**config.mk**
```make
export PLATFORM = sky130hd
export DESIGN_NAME = fetch_prefetch_unit
export DESIGN_NICKNAME = d
export VERILOG_FILES = /design/src/rtl/fetch_prefetch_unit.sv
export SDC_FILE = /design/constraint.sdc
export NUM_CORES = 1
export LEC_CHECK = 0
export ABC_AREA = 1
export BUFFER_PORTS_ARGS = -buffer_cell sky130_fd_sc_hd__buf_2
export CORE_MARGIN = 3
export CORE_UTILIZATION = 40
export DETAILED_ROUTE_END_ITERATION = 10
export HOLD_SLACK_MARGIN = 0.08
export PLACE_DENSITY = 0.6
export SLEW_MARGIN = 20
export SYNTH_ARGS = -nofsm -noshare
export SYNTH_HDL_FRONTEND = slang
export SYNTH_SLANG_ARGS = --single-unit
```
**constraint.sdc**
```tcl
create_clock -name clk -period 3 [get_ports clk]
set_clock_uncertainty 0.15 [all_clocks]
set_input_delay 0.3 -clock clk [delete_from_list [all_inputs] [get_ports clk]]
set_output_delay 0.3 -clock clk [all_outputs]
set_load 0.03 [all_outputs]
```
**src/rtl/fetch_prefetch_unit.sv**
```systemverilog
// rtl/fetch_prefetch_unit.sv - prefetching instruction fetch unit with pipelined imem requests and redirect flush
// Optional 16/32-bit realignment is enabled by defining FETCH_RVC_EN.
module fetch_prefetch_unit #(
  parameter int                          RISCV_ADDR_WIDTH = 32,
  parameter int                          RISCV_WORD_WIDTH = 32,
  parameter int                          FIFO_DEPTH       = 4,
  parameter int                          MAX_OUTSTANDING  = 2,
  parameter logic [RISCV_ADDR_WIDTH-1:0] RESET_ADDR       = '0
) (
  input  logic                        clk,
  input  logic                        rst,
  input  logic                        req_i,
  input  logic [RISCV_ADDR_WIDTH-1:0] target_addr_i,
  input  logic                        target_valid_i,
  input  logic [1:0]                  retired_inst_len_i,
  output logic [RISCV_WORD_WIDTH-1:0] instr_o,
  output logic [RISCV_ADDR_WIDTH-1:0] instr_addr_o,
  output logic                        instr_valid_o,
  output logic                        imem_valid_o,
  input  logic                        imem_ready_i,
  output logic [RISCV_ADDR_WIDTH-1:0] imem_addr_o,
  input  logic                        imem_rvalid_i,
  input  logic [RISCV_WORD_WIDTH-1:0] imem_rdata_i,
  output logic [RISCV_WORD_WIDTH-1:0] imem_wdata_o,
  output logic [3:0]                  imem_we_o
);

  localparam int PW = $clog2(FIFO_DEPTH);
  localparam int NW = $clog2(FIFO_DEPTH) + 1;
  localparam int CW = $clog2(MAX_OUTSTANDING + 1);

  typedef logic [RISCV_ADDR_WIDTH-1:0] addr_t;
  typedef logic [RISCV_WORD_WIDTH-1:0] word_t;

  localparam addr_t WORD_STEP  = addr_t'(4);
  localparam addr_t RESET_WORD = {RESET_ADDR[RISCV_ADDR_WIDTH-1:2], 2'b00};

  word_t          fifo_q [FIFO_DEPTH];
  logic [PW-1:0]  rd_ptr_q, rd_ptr_d, wr_ptr_q, wr_ptr_d;
  logic [NW-1:0]  count_q, count_d;
  logic [CW-1:0]  live_q, live_d, discard_q, discard_d;
  addr_t          fetch_addr_q, fetch_addr_d, head_addr_q, head_addr_d;

  logic [31:0]    inflight, inflight_left;
  logic           rsp_tracked, rsp_drop, rsp_live, rsp_live_dec;
  logic           accept, push, pop, w0_ok;
  word_t          w0;
  addr_t          target_word;
  logic           unused_addr_lsb;

  assign imem_wdata_o    = '0;
  assign imem_we_o       = '0;
  assign unused_addr_lsb = ^target_addr_i[1:0];
  assign target_word     = {target_addr_i[RISCV_ADDR_WIDTH-1:2], 2'b00};

  // Responses with nothing tracked (left over from before a reset) must not underflow the counters.
  assign inflight      = 32'(live_q) + 32'(discard_q);
  assign rsp_tracked   = imem_rvalid_i && (inflight != 32'd0);
  assign inflight_left = inflight - 32'(rsp_tracked);

  always_comb begin
    imem_valid_o = 1'b0;
    imem_addr_o  = fetch_addr_q;
    if (!rst) begin
      if (target_valid_i) begin
        imem_addr_o  = target_word;
        imem_valid_o = inflight_left < 32'(MAX_OUTSTANDING);
      end else begin
        imem_valid_o = req_i && (32'(count_q) + 32'(live_q) < 32'(FIFO_DEPTH))
                             && (inflight < 32'(MAX_OUTSTANDING));
      end
    end
  end

  assign accept       = imem_valid_o && imem_ready_i;
  assign rsp_drop     = imem_rvalid_i && (discard_q != '0);
  assign rsp_live     = imem_rvalid_i && (discard_q == '0) && !target_valid_i;
  assign rsp_live_dec = rsp_live && (live_q != '0);
  assign push         = rsp_live && ((count_q < NW'(FIFO_DEPTH)) || pop);

  assign w0    = fifo_q[rd_ptr_q];
  assign w0_ok = count_q != '0;

`ifdef FETCH_RVC_EN
  logic  hw_q, hw_d, w1_ok;
  word_t w1, head_raw;

  assign w1    = fifo_q[rd_ptr_q + PW'(1)];
  assign w1_ok = count_q > NW'(1);

  // With hw set the head instruction starts in the upper half of W0 and may spill into W1.
  always_comb begin
    if (!hw_q) begin
      head_raw      = w0;
      instr_valid_o = w0_ok;
    end else begin
      head_raw      = {(w1_ok ? w1[15:0] : 16'h0000), w0[31:16]};
      instr_valid_o = w0_ok && ((w0[17:16] != 2'b11) || w1_ok);
    end
  end

  assign instr_o      = instr_valid_o ? head_raw : '0;
  assign instr_addr_o = head_addr_q + addr_t'({hw_q, 1'b0});
  assign pop          = instr_valid_o && (((retired_inst_len_i == 2'd1) && hw_q) ||
                                          (retired_inst_len_i == 2'd2));

  always_comb begin
    hw_d = hw_q;
    if (target_valid_i)
      hw_d = target_addr_i[1];
    else if (instr_valid_o && (retired_inst_len_i == 2'd1))
      hw_d = ~hw_q;
  end

  always_ff @(posedge clk) begin
    if (rst) hw_q <= 1'b0;
    else     hw_q <= hw_d;
  end
`else
  assign instr_valid_o = w0_ok;
  assign instr_o       = w0_ok ? w0 : '0;
  assign instr_addr_o  = head_addr_q;
  assign pop           = instr_valid_o && (retired_inst_len_i != 2'd0);
`endif

  always_comb begin
    fetch_addr_d = fetch_addr_q;
    head_addr_d  = head_addr_q;
    rd_ptr_d     = rd_ptr_q;
    wr_ptr_d     = wr_ptr_q;
    count_d      = count_q;
    live_d       = live_q;
    discard_d    = discard_q;
    if (target_valid_i) begin
      // Everything still in flight belongs to the old stream; only the target request is live.
      head_addr_d  = target_word;
      rd_ptr_d     = wr_ptr_q;
      count_d      = '0;
      discard_d    = CW'(inflight_left);
      live_d       = CW'(accept);
      fetch_addr_d = accept ? target_word + WORD_STEP : target_word;
    end else begin
      if (pop) begin
        rd_ptr_d    = rd_ptr_q + PW'(1);
        head_addr_d = head_addr_q + WORD_STEP;
      end
      if (push)
        wr_ptr_d = wr_ptr_q + PW'(1);
      count_d = count_q + NW'(push) - NW'(pop);
      if (rsp_drop)
        discard_d = discard_q - CW'(1);
      live_d = live_q + CW'(accept) - CW'(rsp_live_dec);
      if (accept)
        fetch_addr_d = fetch_addr_q + WORD_STEP;
    end
  end

  always_ff @(posedge clk) begin
    if (rst) begin
      fetch_addr_q <= RESET_WORD;
      head_addr_q  <= RESET_WORD;
      rd_ptr_q     <= '0;
      wr_ptr_q     <= '0;
      count_q      <= '0;
      live_q       <= '0;
      discard_q    <= '0;
    end else begin
      fetch_addr_q <= fetch_addr_d;
      head_addr_q  <= head_addr_d;
      rd_ptr_q     <= rd_ptr_d;
      wr_ptr_q     <= wr_ptr_d;
      count_q      <= count_d;
      live_q       <= live_d;
      discard_q    <= discard_d;
    end
  end

  always_ff @(posedge clk) begin
    if (push)
      fifo_q[wr_ptr_q] <= imem_rdata_i;
  end

endmodule

```
==> metrics.txt <==
number of clock sinks=201; max-slew violation count=0; outcome=finished, violations left; highest net fanout along the worst path=2; number of maximum-capacitance violations=0; Hold Crit Depth=5; area fraction of the dominant cell type after synthesis=33.29%; reg-to-reg critical path startpoint=discard_q[0]; Total Wirelength=38.50 mm; ordered list of cells on the worst path=ha_4, fa_1, nor2_2, a21oi_2, ha_2, ha_4, inv_2, a21oi_2, nand3_2, nand2_4, nand2_4, inv_4, buf_6; initial drt markers=842; Register-to-Register Setup Slack=-0.20 ns; overall overflow remaining after global route=0; peak supply drop=0.3526 mV; Crit path required time=approximately 2.6 ns; library cell used as clock root buffer=clkbuf_16; antenna diode instance count=0; RSZ-0062 raised after global routing=true; H-tree level count=1; number of instances in the synthesized netlist=about 1,500; IO Port Bufs=163; final number of setup-violating endpoints=32; Fin. Hold Viols=0; Crit path largest cell delay=0.50 ns; leakage power of the design=6.178 nW; clock tree from TritonCTS=built; mean cell area of the mapped netlist=7.487 sq um; final core area utilization=53.23%; Max transition margin=58.71%; Synth top cells by count=372 x nand2_1, 263 x nor2_1, 169 x o21ai_0; largest cells by area after synthesis=edfxtp_1 33%, dfxtp_1 13%, nand2_1 12%; post-route setup slack=-0.2675 ns; Die Span X=175.9 um; total power=8.797 mW; Psw=2.912 mW; Post-DP HPWL=26.25 mm; initial cell density of the core=41.10%; area added between synthesis and finish=29.49%; number of library cell types mapped by synthesis=43; clock-pin slew reported for the worst setup and hold paths after clock tree synthesis=0.06 ns; number of global-route vias before repair=10,630; nets=1,878; EDFF count, synth=128; via count=11,430; post-DR vias/cell=5.232; Slowest cell on crit path=fa_1; Setup CP Type=reg2out; critical path arrival=2.82 ns; Peak Freq=0.3060 GHz; Die ar.=0.03094 sq mm; sequential group share of total power=between 30% and 40%; Die Height=175.9 um; Overall Global Routing Usage=a little under a quarter; non-filler cells, final=2,185; violations in the final reports=setup timing; maximum number of pins on one net before global-route repair=65; most common cell in the synthesized netlist=nand2_1; Critical Path Start Type=flop; start point of the worst hold path=target_addr_i[27]; main flop type after synthesis=edfxtp_1; class of the most critical hold timing path=in2reg; combinational share of power=between 20% and 30%; Clock Latency Late Sink=~0.52 ns; share of the cycle needed by the critical path after routing=108.9%; ratio of cells with drive above 1 in the final layout=20.03%; num rows=just over 60; ys async rst share=0%; slew at the pin with the worst max-slew slack=0.6129 ns; ratio of total power to cell area=588.4 mW/mm^2; switch share=33.11%; area of the placeable core=0.02809 sq mm; total negative slack=-3.539 ns; Worst Setup End Kind=primary output; clock period minus worst slack=3.268 ns; pre-CTS worst setup slack=-0.1730 ns; cell count after placement=about 2,100; R2R cell count=19; library cell occupying the most area in the post-synthesis netlist=edfxtp_1; detailed-routing iteration count for the pre-antenna-repair pass=7; number of ports placed on the die boundary=206; detailed-route DRC error count=0; worst setup path startpoint=discard_q[0]; number of nets with antenna violations after detailed routing=0; portion of total power attributed to the clock network=36.3%; first-pass GRT wire length=57.64 mm; Longest Clk Path Bufs=3; FF+latch count, synth=201; initial antenna violation count=0; netlist area before placement=0.01154 sq mm; Final Wtd Congestion=0.8961; synth warn=0; mean routed wirelength per cell=around 18 um; Num CTS Buffers=24; portion of the post-synthesis area used by sequential elements=roughly 46%; internal power contribution=5.884 mW
==> cell usage in the layout (no fill, tap or decap), types with 20 or more instances in the layout <==
cell	synthesis	routed
inv_1	133	130
edfxtp_1	128	128
nand2_1	372	346
buf_4	45	36
clkbuf_16	0	27
xor2_1	31	31
a21oi_1	90	80
o21ai_0	169	135
nand3_1	61	54
buf_2	9	162
conb_1	1	40
nor2_1	263	254
nand2_2	1	20
nor3_1	22	22
dfxtp_1	73	70
dlygate4sd3_1	0	58
==> path summary, 6_finish.rpt <==
kind,end
worst max register to register,live_q[1]
worst min-delay path,instr_addr_o[27]
worst max-delay path,imem_valid_o
worst min register to register,flop
==> kinds of logic (layout without fill, tap and decap cells) <==
kind of cell / count (synthesis) / in the layout / synth area share, %
AO/OA/AOI/OAI: 286 / 286 / 12.77
XOR/XNOR: 39 / 39 / 2.959
adder cells (fa/ha/maj): 17 / 17 / 1.972
buffers and inverters: 238 / 464 / 9.364
flip-flops: 201 / 201 / 45.95
other: 1 / 40 / 0.03248
AND/OR/NAND/NOR: 760 / 760 / 26.95
==> worst max-delay path, delay by kind of cell, from the launching register on <==
family,cells,cell delay [ns]
AO/OA/AOI/OAI,2,0.17
AND/OR/NAND/NOR,4,0.44
adder cells (fa/ha/maj),4,1.12
flip-flops,1,0.34
buffers and inverters,3,0.24
==> per-layer routing <==
metal  vias to the layer above  share of wire (%)  GRT usage, %
met4                         0                4.4         9.799
met3                        95                6.9         2.832
met1                      5351                 41         30.64
li1                       5495                  -             -
met5                         -                  0             0
met2                       490                 47         39.61
==> flip-flops by register name, summed over array words and instances, names as in the netlist, named ones only <==
register and count:
live_q 2, wr_ptr_q 2, discard_q 2, rd_ptr_q 2, fifo_q 128, fetch_addr_q 30
count_q 3, instr_addr_o 30
==> power groups by stage <==
stage	Combinational, mW	Sequential (mW)	Clock [mW]
after CTS	2.18	3.22	3.24
after global routing	2.58	3.24	3.35
after detailed placement	2.04	3.27	0
after global placement	2.01	3.27	0
final	2.38	3.22	3.20
after floorplan	1.36	3.28	0
==> stage by stage <==
step	hold slack, ns	area [sq um]
floorplan	0.2489	11750
global placement	0.3306	12840
detailed placement	0.3340	12840
CTS	0.08224	14440
global route	0.1104	14950
finish	0.1038	14950
==> repair_timing <==
action | 4_1_cts | 5_1_grt
endpoints found under the hold margin | 164 | 0
pin swaps | 2 | 48
setup buffers | 3 | 12
hold buffers | 58 | 0
gates cloned | 2 | 5
resized for setup | 40 | 110
endpoints found under the setup margin | 30 | 33
==> final cells by class <==
type                    count  area, sq um
repair buffers            283         2098
clock buffers              29        629.4
flip-flops and latches    201         5309
well taps                 378        473.0
inverters                 137        519.2
clock inverters            15        237.7
multi-input cells        1142         5683
fillers                  2692        13140
Note: power is estimated with default switching activity, not from simulation.
